## config.mk

```make
export PLATFORM = sky130hd
export DESIGN_NAME = mac_sequencer
export DESIGN_NICKNAME = d
export VERILOG_FILES = /design/src/rtl/mac_sequencer.sv
export SDC_FILE = /design/constraint.sdc
export NUM_CORES = 1
export LEC_CHECK = 0
export CAP_MARGIN = 20
export CORE_UTILIZATION = 40
export CTS_CLUSTER_DIAMETER = 50
export DETAILED_ROUTE_END_ITERATION = 6
export PLACE_DENSITY = 0.76
export SKIP_LAST_GASP = 1
export SLEW_MARGIN = 25
export SYNTH_ARGS = -nofsm -noshare
export SYNTH_HDL_FRONTEND = slang
export SYNTH_SLANG_ARGS = --single-unit
export TNS_END_PERCENT = 5
```

## constraint.sdc

```tcl
create_clock -name clk -period 2.98 [get_ports clk]
set_input_delay 0.596 -clock clk [delete_from_list [all_inputs] [get_ports clk]]
set_output_delay 0.596 -clock clk [all_outputs]
set_load 0.02 [all_outputs]
```

## src/rtl/mac_sequencer.sv

```systemverilog
// mac_sequencer: operand-side driver for one MAC lane.
// Fetches one A row and one B column from synchronous-read operand RAMs.
// Streams the element pairs into the MAC, then captures total/err.
// The captured dot-product is offered on a valid/ready result port.
module mac_sequencer #(
    parameter int DATA_WIDTH  = 8,
    parameter int ACCUM_WIDTH = 2 * DATA_WIDTH,
    parameter int ADDR_WIDTH  = 8,
    parameter int LEN_WIDTH   = 8
) (
    input  logic                   clk,
    input  logic                   rst_n,
    input  logic                   start,
    input  logic [LEN_WIDTH-1:0]   len,
    input  logic [ADDR_WIDTH-1:0]  a_base,
    input  logic [ADDR_WIDTH-1:0]  b_base,
    input  logic [ADDR_WIDTH-1:0]  b_stride,
    output logic                   busy,
    output logic                   a_rd_en,
    output logic [ADDR_WIDTH-1:0]  a_addr,
    input  logic [DATA_WIDTH-1:0]  a_rd_data,
    output logic                   b_rd_en,
    output logic [ADDR_WIDTH-1:0]  b_addr,
    input  logic [DATA_WIDTH-1:0]  b_rd_data,
    output logic                   mac_clr,
    output logic                   mac_run,
    output logic [DATA_WIDTH-1:0]  mac_in1,
    output logic [DATA_WIDTH-1:0]  mac_in2,
    input  logic [ACCUM_WIDTH-1:0] mac_total,
    input  logic                   mac_err,
    output logic                   res_valid,
    input  logic                   res_ready,
    output logic [ACCUM_WIDTH-1:0] res_data,
    output logic                   res_err
);

    typedef enum logic [2:0] {
        S_IDLE,
        S_CLEAR,
        S_STREAM,
        S_DRAIN,
        S_RESULT
    } state_t;

    state_t                 r_state;
    state_t                 w_state_next;
    logic [LEN_WIDTH-1:0]   r_len;
    logic [LEN_WIDTH-1:0]   r_cnt;      // index j of the pair being accumulated
    logic [ADDR_WIDTH-1:0]  r_a_ptr;    // address of the next A read
    logic [ADDR_WIDTH-1:0]  r_b_ptr;    // address of the next B read
    logic [ADDR_WIDTH-1:0]  r_b_stride;
    logic [ACCUM_WIDTH-1:0] r_res_data;
    logic                   r_res_err;
    logic                   w_last;     // current STREAM cycle carries the final pair
    logic                   w_issue;    // a read pair is issued this cycle

    // r_cnt never exceeds len-1, so a maximum-length command cannot wrap it.
    assign w_last  = (r_cnt == (r_len - LEN_WIDTH'(1)));
    assign w_issue = ((r_state == S_CLEAR) && (r_len != '0)) ||
                     ((r_state == S_STREAM) && !w_last);

    assign res_data = r_res_data;
    assign res_err  = r_res_err;

    // State register, command latch, address walkers and result capture.
    always_ff @(posedge clk) begin
        if (!rst_n) begin
            r_state    <= S_IDLE;
            r_len      <= '0;
            r_cnt      <= '0;
            r_a_ptr    <= '0;
            r_b_ptr    <= '0;
            r_b_stride <= '0;
            r_res_data <= '0;
            r_res_err  <= 1'b0;
        end else begin
            r_state <= w_state_next;
            if ((r_state == S_IDLE) && start) begin
                r_len      <= len;
                r_a_ptr    <= a_base;
                r_b_ptr    <= b_base;
                r_b_stride <= b_stride;
            end
            if (r_state == S_CLEAR) begin
                r_cnt <= '0;
            end else if ((r_state == S_STREAM) && !w_last) begin
                r_cnt <= r_cnt + LEN_WIDTH'(1);
            end
            // B column walk by repeated addition; both pointers wrap naturally.
            if (w_issue) begin
                r_a_ptr <= r_a_ptr + ADDR_WIDTH'(1);
                r_b_ptr <= r_b_ptr + r_b_stride;
            end
            if (r_state == S_DRAIN) begin
                r_res_data <= mac_total;
                r_res_err  <= mac_err;
            end
        end
    end

    // Next-state decode and per-state drive of the memory and MAC interfaces.
    always_comb begin
        w_state_next = r_state;
        busy         = (r_state != S_IDLE);
        a_rd_en      = w_issue;
        b_rd_en      = w_issue;
        a_addr       = w_issue ? r_a_ptr : '0;
        b_addr       = w_issue ? r_b_ptr : '0;
        mac_clr      = 1'b0;
        mac_run      = 1'b0;
        mac_in1      = '0;
        mac_in2      = '0;
        res_valid    = 1'b0;
        case (r_state)
            S_IDLE: begin
                if (start) begin
                    w_state_next = S_CLEAR;
                end
            end
            S_CLEAR: begin
                mac_clr      = 1'b1;
                w_state_next = (r_len != '0) ? S_STREAM : S_DRAIN;
            end
            S_STREAM: begin
                mac_run = 1'b1;
                mac_in1 = a_rd_data;
                mac_in2 = b_rd_data;
                if (w_last) begin
                    w_state_next = S_DRAIN;
                end
            end
            S_DRAIN: begin
                w_state_next = S_RESULT;
            end
            S_RESULT: begin
                res_valid = 1'b1;
                if (res_ready) begin
                    w_state_next = S_IDLE;
                end
            end
            default: begin
                w_state_next = S_IDLE;
            end
        endcase
    end

endmodule
```

==> results.toml, run 1 <==
[status]
outcome = "finished, violations left"
violations = "negative setup slack"

[flow_run]
cap_violations = 0

[route]
vias = 3499
antenna_left = 0
route.detailed.drc = 0
first_pass_iters = 4
finalWirelength_mm = 9.79
drt-initial-drc-count = 142
via_per_inst = 5.20
wire_per_inst_um = 14.5

[place]
gp_congestion = 0.840
port_buffers = 123
placed_area_um2 = 4830
hpwlAfterDp_mm = 7.30

[clock_network]
cts-hold-fix-buffers = 0
tritoncts = "built"
path_clk_slew_ps = 80
numCtsBuffers = 9
clock_path_buffers = 2
cts_root_buf = "clkbuf_8"
cts.sinks = 60
htreeDepth = 3
clock_latency_ps = 350

[die]
rows = 32
coreArea_um2 = 7890
die_x_um = 93.4
die-area_um2 = 8720
initial_core_util_pct = 42.4
die_y_um = 93.4
io_pins = 124

[sta]
hold_viol = 0
drv_slew = 0
worstMarginPinSlew_ps = 683
whs_ps = 456
grt_setup_unrepaired = "true"
layout_setup_ws_ps = -351
min_period_ps = 3330
max_freq_ghz = 0.300
maxSlewHeadroom_pct = 54.3
fin_crit_sh_pct = 112
clock_skew_ps = 12.3
timing.setup.tns_ps = -5870
finalSetupViolations = 18

[min_path]
min_path_type = "flop to flop"

[finish]
final_nets = 646
nFillCells = 664
utilization_pct = 64.5
drive_above_1_share_pct = 18.7
final_cell_area_um2 = 5080
antennaDiodeCount = 0
synthToLayoutAreaGrowth_pct = 52.2

[synthesis]
yosys_warnings = 0
syn_avg_cell_area_um2 = 7.97
yosysUniqueCellTypes = 63
synth_xor_area_share_pct = 4.98
syn_inst = 419
syn-cell-area_um2 = 3340
synth_edf_count = 0
synth_top_flop_cell = "dfxtp_1"
synthMuxAreaShare_pct = 0.599
synthAdderAreaFrac_pct = 4.34
synth_simple_gate_area_share_pct = 28.9
synthArstFlopShare_pct = 0
synth_top_family_by_area = "simple AND/OR/NAND/NOR gates"
yosys_register_bits = 60
synth_fp_nets = 499
yosysSeqAreaShare_pct = 36.0
synth_compound_area_share_pct = 19.9

[global_route]
grt_usage_pct = 23.0
grt_max_degree = 36
grt-ovfl-total = 0
grt_pass1_wl_mm = 15.9
antenna_found_initial = 0
grt_pass1_vias = 3434

[worst_setup_path]
crit_required_ps = 2380
path_class = "flop to output pin"
startpoint_type = "flop"
endpoint_kind = "output pin"
arrival_ps = 2740
crit_fanout = 8

[power]
power_leakage_nw = 2.05
powerDensity_nw_per_um2 = 600
max-vdd-ir-drop_uv = 356
## routing by layer
metal	global-route usage [%]	wire, µm	up-vias
li1	-	-	1749
met1	27.7	4250	1654
met2	39.5	4910	83
met3	6.34	509	13
met4	7.44	120	0
met5	0	0	-
## cell usage in the layout (no fill, tap or decap), drive strengths merged, types with 2 or more instances in the layout
| cell type | synthesis | layout |
|---|---|---|
| clkdlybuf4s50 | 0 | 105 |
| nand2 | 90 | 90 |
| dfxtp | 60 | 60 |
| buf | 11 | 55 |
| a21oi | 52 | 52 |
| and3 | 23 | 23 |
| and2 | 19 | 19 |
| inv | 15 | 18 |
| nor2 | 17 | 17 |
| xnor2 | 11 | 11 |
| o21ai | 10 | 10 |
| ha | 10 | 10 |
| clkbuf | 14 | 9 |
| nor3 | 8 | 8 |
| xor2 | 8 | 8 |
| nand3 | 8 | 8 |
| a22oi | 5 | 5 |
| a31o | 4 | 4 |
| a211oi | 4 | 4 |
| nor3b | 4 | 4 |
| nand3b | 3 | 3 |
| nand2b | 3 | 3 |
| nor2b | 3 | 3 |
| o2111ai | 2 | 3 |
| clkinv | 0 | 3 |
| nor4 | 2 | 2 |
| or3 | 2 | 2 |
| o41ai | 2 | 2 |
| mux2i | 2 | 2 |
| nand4 | 2 | 2 |
| o311ai | 2 | 2 |
| a31oi | 2 | 2 |
| a2bb2oi | 2 | 2 |
| or4 | 2 | 2 |
| and4b | 2 | 2 |
## power by group
part           total [W]  internal (W)  switching, W
logic            0.00136      0.000656      0.000704
clock network   0.000676      0.000311      0.000365
registers        0.00101      0.000905      0.000108
## state kept, by name, indices dropped and copies added (netlist names)
register,count
res_data,16
r_b_stride,8
r_a_ptr,8
r_b_ptr,8
res_err,1
r_len,8
r_state,3
r_cnt,8
## worst max-delay path: stages (launching register included)
cell	delay, ps
dfxtp_2	330
buf_4	140
or4_4	530
or3_4	390
a211oi_4	220
buf_4	160
o2111ai_4	210
and3_4	270
buf_4	150
## metrics by stage
step | power, W | std cells | worst slack (ps)
2_1_floorplan | 0.00180 | 419 | 7.34
3_3_place_gp | 0.00230 | 649 | -367
3_5_place_dp | 0.00234 | 649 | -448
4_1_cts | 0.00304 | 670 | -383
5_1_grt | 0.00323 | 673 | -431
6_report | 0.00305 | 673 | -351
## synthesized netlist by cell type, types with 9 or more instances
cell	n	area [µm²]
nand2_1	89	334
dfxtp_1	60	1200
a21oi_1	51	255
and3_1	23	144
and2_1	19	119
nor2_1	17	63.8
clkbuf_1	14	52.6
inv_1	14	52.6
xnor2_1	11	96.3
ha_1	10	125
o21ai_0	9	45.0
## kinds of logic (layout without fill, tap and decap cells)
| kind of cell | count (synthesis) | in the layout |
|---|---|---|
| xor gates and xnor gates | 19 | 19 |
| DFF | 60 | 60 |
| and+or+nand+nor | 192 | 192 |
| adders and majority gates | 11 | 11 |
| AOI/OAI and AO/OA | 95 | 96 |
| muxes | 2 | 2 |
| buffers and inverters | 40 | 191 |
## area by class of cell
cell class | count | area (µm²) | share of cell area [%]
Multi-Input combinational cell | 320 | 2060 | 40.6
Clock inverter | 7 | 56.3 | 1.11
Timing Repair Buffer | 160 | 1450 | 28.6
Sequential cell | 60 | 1200 | 23.6
Tap cell | 102 | 128 | 2.51
Inverter | 15 | 58.8 | 1.16
Clock buffer | 9 | 124 | 2.44
## path summary, 6_finish.rpt
kind | slack [ps] | to | start | depth (start not counted)
max reg2reg | 150 | r_cnt[3] | r_len[1] | 12
min reg2reg | 460 | res_data[8] | res_data[8] | 2
max | -350 | b_addr[0] | r_len[1] | 8
min | 460 | res_data[8] | res_data[8] | 2
## timing repair
action / 4_1_cts / 5_1_grt
resized for setup: 88 / 8
cloned: 1 / 0
endpoints found under the setup margin: 18 / 18
pin swaps: 13 / 7
hold endpoints to repair: 0 / 0
buffers inserted: 4 / 3
Note: power is estimated with default switching activity, not from simulation.
==> run 2, diff against run 1 <==
Settings changed: CAP_MARGIN 20 to 0.
==> results of run 2 <==
Final layout, timing and power as in run 1 (identical DEF).
